==> config.mk <==
export PLATFORM = sky130hd
export DESIGN_NAME = lateral_inhibit
export DESIGN_NICKNAME = d
export VERILOG_FILES = /design/src/rtl/lateral_inhibit.sv
export SDC_FILE = /design/constraint.sdc
export NUM_CORES = 1
export LEC_CHECK = 0
export ABC_AREA = 1
export CAP_MARGIN = 20
export CORE_ASPECT_RATIO = 0.7
export CORE_MARGIN = 2
export CORE_UTILIZATION = 44
export CTS_CLUSTER_DIAMETER = 80
export DETAILED_ROUTE_END_ITERATION = 7
export PLACE_DENSITY = 0.89
export SYNTH_ARGS = -nofsm -noshare
export SYNTH_HDL_FRONTEND = slang
export SYNTH_SLANG_ARGS = --single-unit
==> constraint.sdc <==
create_clock -name clk -period 4.57 [get_ports clk]
set_clock_uncertainty 0.1 [all_clocks]
set_input_delay 0.914 -clock clk [delete_from_list [all_inputs] [get_ports clk]]
set_output_delay 0.914 -clock clk [all_outputs]
set_load 0.01 [all_outputs]
==> src/rtl/lateral_inhibit.sv <==
// lateral_inhibit: winner-take-all arbiter that picks the highest signed potential among requesting neurons.
// Optional feature macro LI_COLLECT_TIMEOUT_EN: COLLECT also ends after COLLECT_WIN cycles with a partial mask.
module lateral_inhibit #(
  parameter int                  N           = 8,
  parameter int                  W           = 24,
  parameter logic signed [W-1:0] TH          = 24'sd15018,
  parameter int                  COLLECT_WIN = 4
) (
  input  logic           clk,
  input  logic           rst,
  input  logic           start_core_img,
  input  logic [N-1:0]   start_li,
  input  logic [N*W-1:0] potential_bus,
  output logic [N-1:0]   valid_li,
  output logic [N-1:0]   won_lost,
  output logic           li
);

  localparam int IW = (N > 1) ? $clog2(N) : 1;
  localparam int CW = (COLLECT_WIN > 1) ? $clog2(COLLECT_WIN) : 1;
`ifdef LI_COLLECT_TIMEOUT_EN
  localparam logic TIMEOUT_EN = 1'b1;
`else
  localparam logic TIMEOUT_EN = 1'b0;
`endif

  typedef enum logic [1:0] {
    IDLE    = 2'd0,
    COLLECT = 2'd1,
    COMPARE = 2'd2,
    RESPOND = 2'd3
  } state_t;

  // Strict greater-than keeps the earlier (lower) index on ties.
  function automatic logic beats(input logic signed [W-1:0] cand,
                                 input logic signed [W-1:0] best,
                                 input logic                have_best);
    return (!have_best) || (cand > best);
  endfunction

  state_t                state_r, state_s;
  logic [N-1:0]          req_mask_r;
  logic [IW-1:0]         idx_r;
  logic signed [W-1:0]   best_r;
  logic [IW-1:0]         best_idx_r;
  logic                  found_r;
  logic [CW-1:0]         cnt_r;
  logic [N-1:0]          valid_li_r;
  logic [N-1:0]          won_lost_r;
  logic                  li_r;

  logic signed [W-1:0]   pot_s;
  logic                  take_s;
  logic signed [W-1:0]   new_best_s;
  logic [IW-1:0]         new_idx_s;
  logic                  new_found_s;
  logic                  eligible_s;
  logic                  last_s;
  logic                  full_s;
  logic                  timeout_s;

  assign pot_s = potential_bus[32'(idx_r)*W +: W];

  // Scan datapath: fold the current index into the running best.
  always_comb begin
    take_s      = 1'b0;
    new_best_s  = best_r;
    new_idx_s   = best_idx_r;
    new_found_s = found_r;
    take_s      = req_mask_r[idx_r] && beats(pot_s, best_r, found_r);
    if (take_s) begin
      new_best_s = pot_s;
      new_idx_s  = idx_r;
    end else begin
      new_best_s = best_r;
      new_idx_s  = best_idx_r;
    end
    new_found_s = found_r | take_s;
    eligible_s  = new_found_s && (new_best_s >= TH);
    last_s      = (idx_r == IW'(N-1));
    full_s      = &req_mask_r;
    timeout_s   = TIMEOUT_EN && (cnt_r == CW'(COLLECT_WIN-1));
  end

  // Next-state logic; a new image overrides everything.
  always_comb begin
    state_s = state_r;
    case (state_r)
      IDLE: begin
        if (|start_li) state_s = COLLECT;
        else           state_s = IDLE;
      end
      COLLECT: begin
        if (full_s || timeout_s) state_s = COMPARE;
        else                     state_s = COLLECT;
      end
      COMPARE: begin
        if (last_s) state_s = RESPOND;
        else        state_s = COMPARE;
      end
      RESPOND: state_s = IDLE;
      default: state_s = IDLE;
    endcase
    if (start_core_img) state_s = IDLE;
    else                state_s = state_s;
  end

  // State, request mask, scan registers and registered responses.
  always_ff @(posedge clk) begin
    if (!rst) begin
      state_r    <= IDLE;
      req_mask_r <= '0;
      idx_r      <= '0;
      best_r     <= '0;
      best_idx_r <= '0;
      found_r    <= 1'b0;
      cnt_r      <= '0;
      valid_li_r <= '0;
      won_lost_r <= '0;
      li_r       <= 1'b0;
    end else if (start_core_img) begin
      state_r    <= IDLE;
      req_mask_r <= '0;
      idx_r      <= '0;
      best_r     <= '0;
      best_idx_r <= '0;
      found_r    <= 1'b0;
      cnt_r      <= '0;
      valid_li_r <= '0;
      won_lost_r <= '0;
      li_r       <= 1'b0;
    end else begin
      state_r    <= state_s;
      valid_li_r <= '0;
      won_lost_r <= '0;
      case (state_r)
        IDLE: begin
          req_mask_r <= start_li;
          idx_r      <= '0;
          best_r     <= '0;
          best_idx_r <= '0;
          found_r    <= 1'b0;
          cnt_r      <= '0;
        end
        COLLECT: begin
          req_mask_r <= req_mask_r | start_li;
          if (cnt_r != CW'(COLLECT_WIN-1)) cnt_r <= cnt_r + CW'(1);
        end
        COMPARE: begin
          best_r     <= new_best_s;
          best_idx_r <= new_idx_s;
          found_r    <= new_found_s;
          if (last_s) begin
            idx_r      <= '0;
            valid_li_r <= req_mask_r;
            won_lost_r <= eligible_s ? (N'(1) << new_idx_s) : '0;
            if (eligible_s) li_r <= 1'b1;
          end else begin
            idx_r <= idx_r + IW'(1);
          end
        end
        RESPOND: begin
          req_mask_r <= '0;
          idx_r      <= '0;
          cnt_r      <= '0;
        end
        default: begin
          req_mask_r <= '0;
          idx_r      <= '0;
        end
      endcase
    end
  end

  assign valid_li = valid_li_r;
  assign won_lost = won_lost_r;
  assign li       = li_r;

endmodule

==> metrics, run 1 <==
die area between 10000 and 15000 sq um; DR vias 6569; H-tree Lvls 3; CP Launch Type input port; hold buffers post-CTS 0; distinct cell type count after synthesis 37; HP Start best_r[16]$_SDFFE_PP0P_; max-cap violations 0; Rel. slew slack 0.4179; DRC viols 0; Initial Util 0.4468; Post-synth EDFFs 0; Primary FF master, synth dfxtp_1; Post-CTS Setup Bufs 0; CTS tree done; clock-pin slew on the worst setup and hold paths ~50 ps; reg2reg path depth 25; CP endpoint kind register; Hold Path Class register to register; Post-Layout Cell Count 1218; CTS root buffer clkbuf_16; top layer in use met4; clock sink total slightly below 60; initial antenna violation count 0; complex-gate fraction of the synthesized area 0.2582; Finished Core Util 0.6725; Crit-path slowest cell clkdlybuf4s50_1; Post-Syn Instances 864; final wirelength about 19 mm; core area 11560 sq um; YS warnings 0; critical path peak fanout 13; Post-CTS Resized 0; antenna-violating nets left 0; R2R Path Start idx_r[1]$_SDFFE_PP0P_; drt first pass iters 5; clk buf depth 2; Post-synth ARST share 0; Worst-Skew Late Latency 340 ps; Worst Tran Pin Value around 870 ps; final hold vios 0; Largest stage delay, worst path slightly below 400 ps; crit share post-route 0.9299; flop2flop setup slack 400 ps; min Tclk post-route 4250 ps; met3 WL approximately 1.7 mm; pre-CTS setup slack -41.14 ps; Crit path max-delay family simple AND/OR/NAND/NOR gates; WL met1 8.111 mm; status complete, no violations; gr ovfl total 0; first-pass GRT wire length 30.10 mm; chip height between 90 and 100 um; Yosys reg bits 58; hold path cells 2; Pins Over Slew Limit 0; Endpoint, Worst Hold best_r[16]$_SDFFE_PP0P_; Static Leak between 3 and 4 nW; f_max 235.3 MHz; Power Total 1.726 mW; mean post-synth cell area ~6 sq um; boundary pin count 220; drt initial violations 475; cell row count 33; crit path buf inv count 4; IR drop worst, VDD about 160 uV; critical path depth in cells 26; CP arrival 4410 ps; Num CTS Buffers 9; crit path kind input port to register; placed cell count 1201; Req. time, crit path 4740 ps; Area growth, synth to finish 50.53%; pin count of the biggest net entering global routing around 100; vias in the first global route 6171; Synth Area in Adders 0.07752; diodes inserted 0; Final nets 1291; r2r endpoint won_lost[1]$_SDFF_PP0_; largest family of logic cells by synthesized area simple AND/OR/NAND/NOR gates; post-synthesis mux area share 0; gpl congestion 0.9307; pwr dens 222.0 nW/um^2; Simple-Gate Fraction of Synth Area 0.3147; Detail Placement HPWL 13.92 mm; WL/cell between 15 and 20 um; gr usage total 0.2971; post-synthesis xor/xnor area fraction 0; fraction of layout cells with a size suffix above 1 0.04901; Post-Syn Area 5165 sq um; IO Port Bufs about 220; Final Setup Violations 0; chip width 133.5 um; post-synthesis sequential area ratio 0.2248; final worst setup slack 320.4 ps; DR WL met2 8.737 mm; Synth Net Count 1099; Vias per Instance 5.393
## report_power, final
group,total [mW],switching [mW],internal (mW)
Sequential,0.513,0.00373,0.510
Clock,0.746,0.240,0.506
Combinational,0.467,0.216,0.251
## area by class of cell
type                    instances  area, sq um
repair buffers                233         2330
multi-input cells             660         3401
clock inverters                 4        73.82
clock buffers                  12        256.5
fillers                       989         3786
inverters                      94        352.8
well taps                     157        196.4
flip-flops and latches         58         1165
## logic make-up (layout without fill, tap and decap cells)
logic type      Yosys count  after routing
compound gates          240            240
fa+ha+maj                32             32
buf+inv                 147            343
flops                    58             58
simple gates            387            388
## worst max-delay path by stage
| stage | start | slack (ps) | endpoint |
|---|---|---|---|
| 6_report | potential_bus[134] | 320 | won_lost[1]$_SDFF_PP0_ |
| 5_1_grt | potential_bus[155] | -30 | won_lost[1]$_SDFF_PP0_ |
| 4_1_cts | potential_bus[134] | 250 | won_lost[3]$_SDFF_PP0_ |
| 3_5_place_dp | potential_bus[134] | -40 | won_lost[3]$_SDFF_PP0_ |
| 3_3_place_gp | potential_bus[155] | 80 | won_lost[0]$_SDFF_PP0_ |
| 2_1_floorplan | potential_bus[71] | 1120 | won_lost[4]$_SDFF_PP0_ |
## tightest hold or removal path, delay by kind of cell, from the launching register on
family	cells	cell delay (ps)
flops	1	310
simple gates	1	60
compound gates	1	50
## routing by layer
metal  global-route usage  vias up
met4              0.08067        0
li1                     -     3248
met5                    0        -
met1               0.3644     2974
met2               0.5232      310
met3              0.07407       37
## cell usage after synthesis, drive strengths merged (4+ instances only)
cell	number	area, sq um
a21oi	61	305.3
a31oi	5	46.29
buf	31	209.0
clkbuf	22	82.58
dfxtp	58	1161
ha	32	400.4
inv	93	349.1
nand2	180	708.2
nand3	38	220.2
nand4	7	56.30
nor2	147	554.3
nor3	8	40.04
nor4	4	25.02
o21a	14	105.1
o21ai	109	545.5
o22ai	43	269.0
## cells in the final DEF, fill, tap and decap left out, types with 10 or more instances in the layout
master and n:
ha_1 32, buf_4 10, inv_1 90, nor2_1 146
a21oi_1 61, nand2_1 175, clkdlybuf4s50_1 219, o22ai_1 43
o21ai_0 100, nand3_1 32, dfxtp_1 57, o21a_1 14
## stage by stage
step / setup TNS (ps) / instance area [sq um] / hold slack, ps
finish: 0 / 7775 / 365.8
global route: -31.10 / 7775 / 381.7
CTS: 0 / 7726 / 363.6
detailed placement: -68.62 / 7396 / 356.4
global placement: 0 / 7396 / 351.3
floorplan: 0 / 5165 / 339.6
## state kept, by name (all words and copies together) (netlist names)
| name | count |
|---|---|
| found_r | 1 |
| li | 1 |
| best_r | 24 |
| state_r | 2 |
| req_mask_r | 8 |
| idx_r | 3 |
| valid_li | 8 |
| won_lost | 8 |
| best_idx_r | 3 |
Note: power is estimated with default switching activity, not from simulation.
==> run 2, diff against run 1 <==
- ABC_CLOCK_PERIOD_IN_PS: default -> 4570
- PLACE_DENSITY: 0.89 -> default
- PLACE_DENSITY_LB_ADDON: default -> 0.2
==> run 2 against run 1 <==
Compared with the run above:
- worst hold slack got worse by 1.2 ps
- flip-flop and latch count did not move
- global-route usage decreased by 0.77 points
- largest cell class unchanged
- largest power group unchanged
==> metrics, run 2 (same netlist as run 1, synthesis figures left out) <==
CP arrival 4360 ps (was 4410 ps); crit path buf inv count 3 (was 4); Worst Tran Pin Value 717.1 ps (was 873.1 ps); die area 12630 sq um (unchanged); Vias per Instance 5.223 (was 5.393); RSZ-0062 raised after global routing false; flop2flop setup slack 510 ps (was 400 ps); Pins Over Slew Limit 0 (unchanged); fin area 7721 sq um (was 7775 sq um); Worst-Skew Late Latency 330 ps (was 340 ps); gr usage total 0.2894 (was 0.2971); initial antenna violation count 0 (unchanged); pin count of the biggest net entering global routing 103 (unchanged); CP endpoint kind register (unchanged); Critical Path Most Common Cell nand2_1; R2R Path Start idx_r[1]$_SDFFE_PP0P_ (unchanged); chip height 94.65 um (unchanged); commonest non-fill, non-tap cells in the layout 219 x clkdlybuf4s50_1, 175 x nand2_1, 146 x nor2_1 (unchanged); Rel. slew slack 0.5219 (was 0.4179); clock-pin slew on the worst setup and hold paths 50 ps (about the same); clk buf depth 2 (unchanged); min Tclk post-route 4197 ps (was 4250 ps); DR vias 6372 (was 6569); drt initial violations 453 (was 475); f_max 238.3 MHz (was 235.3 MHz); Power Total 1.657 mW (was 1.726 mW); final wirelength 18.19 mm (was 18.85 mm); CTS tree done (unchanged); Detail Placement HPWL 13.72 mm (was 13.92 mm); vias in the first global route 6046 (was 6171); Area growth, synth to finish 49.49% (was 50.53%); Post-CTS Setup Bufs 0 (unchanged); crit share post-route 0.9184 (was 0.9299); cell row count 33 (unchanged); chip width 133.5 um (unchanged); antenna-violating nets left 0 (unchanged); pwr dens 214.5 nW/um^2 (was 222.0 nW/um^2); max-cap violations 0 (unchanged); most common cell after layout, fill and taps aside clkdlybuf4s50_1 (unchanged); IO Port Bufs 219 (unchanged); final hold vios 0 (unchanged); Static Leak 3.222 nW (was 3.219 nW); Biggest register best_r (unchanged); Hold Path Class register to register (unchanged); hold path cells 2 (unchanged); Largest stage delay, worst path 450 ps (was 390 ps); gr ovfl total 0 (unchanged); DRC viols 0 (unchanged); Crit-path slowest cell clkdlybuf4s50_1 (unchanged); diodes inserted 0 (unchanged); Final nets 1293 (was 1291); clock sink total 58 (unchanged); IR drop worst, VDD 127.8 uV (was 159.4 uV); fraction of layout cells with a size suffix above 1 0.04892 (was 0.04901); gpl congestion 0.9026 (was 0.9307); crit path kind input port to register (unchanged); CP Launch Type input port (unchanged); WL/cell 14.91 um (was 15.48 um); critical path peak fanout 13 (unchanged); max reg flops 24 (unchanged); Req. time, crit path 4730 ps (was 4740 ps); Endpoint, Worst Hold best_r[23]$_SDFFE_PP0P_ (was best_r[16]$_SDFFE_PP0P_); Num CTS Buffers 9 (unchanged); Final Setup Violations 0 (unchanged); Initial Util 0.4468 (unchanged); Placed Area 7416 sq um (was 7396 sq um); CTS root buffer clkbuf_16 (unchanged); first-pass GRT wire length 29.46 mm (was 30.10 mm); status complete, no violations (unchanged); core area 11560 sq um (unchanged); boundary pin count 220 (unchanged); r2r endpoint won_lost[7]$_SDFF_PP0_ (was won_lost[1]$_SDFF_PP0_); TNS Setup 0 ps (unchanged); reg2reg path depth 27 (was 25); HP Start best_r[23]$_SDFFE_PP0P_ (was best_r[16]$_SDFFE_PP0P_); Crit path max-delay family simple AND/OR/NAND/NOR gates (unchanged); drt first pass iters 5 (unchanged); H-tree Lvls 3 (unchanged)
-- run 2: cell count changes in the layout (fill, tap and decap cells not counted), moves of 2 or more --
| cell | previous run | this run |
|---|---|---|
| buf_6 | 2 | 0 |
| nand2_8 | 2 | 0 |
| buf_4 | 10 | 15 |
| clkinv_2 | 1 | 3 |
| inv_2 | 3 | 1 |
-- run 2: stage by stage --
step           cells    util  worst slack (ps)  hold WS [ps]
2_1_floorplan    864       -              1124         339.6
3_3_place_gp    1204  0.6415             129.9         352.3
3_5_place_dp    1204  0.6415             19.69         356.9
4_1_cts         1220  0.6671             325.7         365.5
5_1_grt         1220  0.6679             3.018         386.2
6_report        1220  0.6679             373.0         364.6
-- run 2: tightest hold or removal path, stage by stage (launching register included) --
cell     delay [ps]
dfxtp_1         300
nand2_1          60
a21oi_1          50
-- run 2: worst max path at each step --
stage | from | end | cells past startpoint
detailed placement | potential_bus[155] | won_lost[7]$_SDFF_PP0_ | 26
finish | potential_bus[71] | won_lost[7]$_SDFF_PP0_ | 25
CTS | potential_bus[155] | won_lost[7]$_SDFF_PP0_ | 26
global placement | potential_bus[155] | won_lost[5]$_SDFF_PP0_ | 26
floorplan | potential_bus[71] | won_lost[4]$_SDFF_PP0_ | 26
global route | potential_bus[133] | won_lost[7]$_SDFF_PP0_ | 27
-- run 2: area by class of cell --
class | instances | area (sq um)
fill | 1055 | 3840
multi-input combinational | 659 | 3366
timing repair buffer | 236 | 2345
sequential | 58 | 1162
inverter | 94 | 355.3
clock buffer | 11 | 242.7
tap | 157 | 196.4
clock inverter | 5 | 53.80
-- run 2: power by group --
group | switching, mW | leakage [nW] | internal, mW
Sequential | 0.00343 | 0.469 | 0.510
Clock | 0.250 | 0.149 | 0.435
Combinational | 0.208 | 2.60 | 0.250
-- run 2: timing repair --
| action | 4_1_cts | 5_1_grt |
|---|---|---|
| endpoints found under the setup margin | 0 | 8 |
| resized for setup | 0 | 3 |
| hold buffers | 0 | 0 |
-- run 2: routing by layer --
| layer | GRT usage | wire, um |
|---|---|---|
| met1 | 0.3633 | 8125 |
| met2 | 0.4970 | 8114 |
| met3 | 0.05958 | 1433 |
| met4 | 0.1028 | 520 |
| met5 | 0 | 0 |
==> run 3, diff against run 2 <==
- REMOVE_ABC_BUFFERS: default -> 1
==> run 3 against run 2 <==
Compared with the run above:
- count of clock-buffer cells in the layout rose by 1
- register-to-register slack about the same
- core utilization decreased by 0.087 points
- sequential power hardly changed
- first-iteration DRC count shrank 11%
- fmax increased by 2.6%
- flip-flop and latch count unchanged
- critical endpoint unchanged
- largest power group unchanged
- critical path depth is 2 higher
- wire length fell by 13%
- worst hold slack worse by 1.3 ps
- power down 3.4%
- cell area shrank 0.13%
==> metrics, run 3 (same netlist as run 1, synthesis figures left out) <==
fraction of layout cells with a size suffix above 1 0.04717 (was 0.04892); pwr dens 207.5 nW/um^2 (was 214.5 nW/um^2); WL/cell 12.97 um (was 14.91 um); clock sink total 58 (unchanged); launch point of the worst path potential_bus[157] (was potential_bus[71]); gr usage total 0.2523 (was 0.2894); gpl congestion 0.8638 (was 0.9026); IR drop worst, VDD 237.5 uV (was 127.8 uV); CP arrival 4260 ps (was 4360 ps); first-pass GRT wire length 26.19 mm (was 29.46 mm); area of the multi-input gates 3359 sq um (was 3366 sq um); Fin Hold WS 363.3 ps (was 364.6 ps); IO Port Bufs 219 (unchanged); Vias per Instance 5.123 (was 5.223); Req. time, crit path 4730 ps (about the same); max reg flops 24 (unchanged); die area 12630 sq um (unchanged); Worst Tran Pin Value 1027 ps (was 717.1 ps); critical path depth in cells 27 (was 25); pre-CTS setup slack 148.7 ps (was 19.69 ps); f_max 244.4 MHz (was 238.3 MHz); final wirelength 15.79 mm (was 18.19 mm); Rel. slew slack 0.3127 (was 0.5219); Num CTS Buffers 9 (unchanged); Biggest register best_r (unchanged); final worst setup slack 477.9 ps (was 373.0 ps); diodes inserted 0 (unchanged); CTS root buffer clkbuf_16 (unchanged); r2r endpoint won_lost[7]$_SDFF_PP0_ (unchanged); Pins Over Slew Limit 0 (unchanged); Detail Placement HPWL 11.74 mm (was 13.72 mm); Largest stage delay, worst path 450 ps (about the same); cell row count 33 (unchanged); core area 11560 sq um (unchanged); commonest non-fill, non-tap cells in the layout 219 x clkdlybuf4s50_1, 175 x nand2_1, 146 x nor2_1 (unchanged); max-cap violations 0 (unchanged); RSZ-0062 raised after global routing false (unchanged); crit path kind input port to register (unchanged); DRC viols 0 (unchanged); vias in the first global route 5689 (was 6046); DR vias 6235 (was 6372); most common cell after layout, fill and taps aside clkdlybuf4s50_1 (unchanged); Post-Layout Cell Count 1217 (was 1220); CP Launch Type input port (unchanged); CP endpoint kind register (unchanged); chip height 94.65 um (unchanged); Final Setup Violations 0 (unchanged); # fillers 1038 (was 1055); Worst-Skew Late Latency 330 ps (about the same); drt first pass iters 5 (unchanged); reg2reg path depth 30 (was 27); critical path peak fanout 19 (was 13); Critical path destination won_lost[7]$_SDFF_PP0_ (unchanged); Finished Core Util 0.6670 (was 0.6679); Initial Util 0.4468 (unchanged); Final nets 1290 (was 1293); FF/Latch Area 1166 sq um (was 1162 sq um); clk buf depth 2 (unchanged); boundary pin count 220 (unchanged); drt initial violations 401 (was 453); crit path buf inv count 2 (was 3); Crit-path slowest cell clkdlybuf4s50_1 (unchanged); CTS tree done (unchanged); clock-pin slew on the worst setup and hold paths 50 ps (about the same); Static Leak 3.204 nW (was 3.222 nW); crit share post-route 0.8954 (was 0.9184); final hold vios 0 (unchanged); H-tree Lvls 3 (unchanged); Crit path max-delay family simple AND/OR/NAND/NOR gates (unchanged); placed cell count 1200 (was 1204); status complete, no violations (unchanged); Hold Path Class register to register (unchanged); antenna-violating nets left 0 (unchanged); min Tclk post-route 4092 ps (was 4197 ps); flop2flop setup slack 500 ps (was 510 ps); initial antenna violation count 0 (unchanged); pin count of the biggest net entering global routing 103 (unchanged); R2R Path Start idx_r[1]$_SDFFE_PP0P_ (unchanged); Area growth, synth to finish 49.30% (was 49.49%); gr ovfl total 0 (unchanged); Power Total 1.600 mW (was 1.657 mW); chip width 133.5 um (unchanged)
==> run 3: layer usage <==
| layer | GRT usage | routed length [um] | up-vias | share of wire |
|---|---|---|---|---|
| met2 | 0.4223 | 6804 | 246 | 0.43 |
| met1 | 0.3341 | 7440 | 2729 | 0.47 |
| met4 | 0.06738 | 196 | 0 | 0.012 |
| met5 | 0 | 0 | - | 0 |
| li1 | - | - | 3245 | - |
| met3 | 0.05046 | 1345 | 15 | 0.085 |
==> run 3: worst min-delay path, stage by stage (launching register included) <==
cell     delay (ps)
dfxtp_1         310
nand2_1          60
nand2_1          40
==> run 3: final cells by class <==
class | count | area share
repair buffers | 233 | 0.3037
clock buffers | 12 | 0.03456
well taps | 157 | 0.02547
flip-flops and latches | 58 | 0.1512
clock inverters | 4 | 0.003245
inverters | 94 | 0.04608
multi-input cells | 659 | 0.4357
==> run 3: what timing repair did <==
item	4_1_cts	5_1_grt
setup buffers	0	0
setup endpoints to repair	0	8
resized for setup	0	2
hold buffers	0	0
==> run 3: worst min path at each step <==
stage | depth (start not counted) | slack (ps) | startpoint | to
floorplan | 2 | 340 | req_mask_r[0]$_SDFFE_PP0P_ | valid_li[0]$_SDFF_PP0_
global placement | 2 | 340 | li$_SDFFE_PP0P_ | li$_SDFFE_PP0P_
detailed placement | 2 | 350 | li$_SDFFE_PP0P_ | li$_SDFFE_PP0P_
CTS | 2 | 360 | li$_SDFFE_PP0P_ | li$_SDFFE_PP0P_
global route | 2 | 390 | best_idx_r[2]$_SDFFE_PP0P_ | best_idx_r[2]$_SDFFE_PP0P_
finish | 2 | 360 | li$_SDFFE_PP0P_ | li$_SDFFE_PP0P_
==> run 3: power breakdown <==
group / switching [mW] / internal (mW)
combinational: 0.195 / 0.249
sequential: 0.00500 / 0.510
clock: 0.232 / 0.408
total: 0.433 / 1.17
==> run 3: stage by stage <==
stage	instance area (sq um)	TNS (ps)
floorplan	4873	-28590
global placement	7402	0
detailed placement	7402	0
CTS	7694	0
global route	7711	0
finish	7711	0
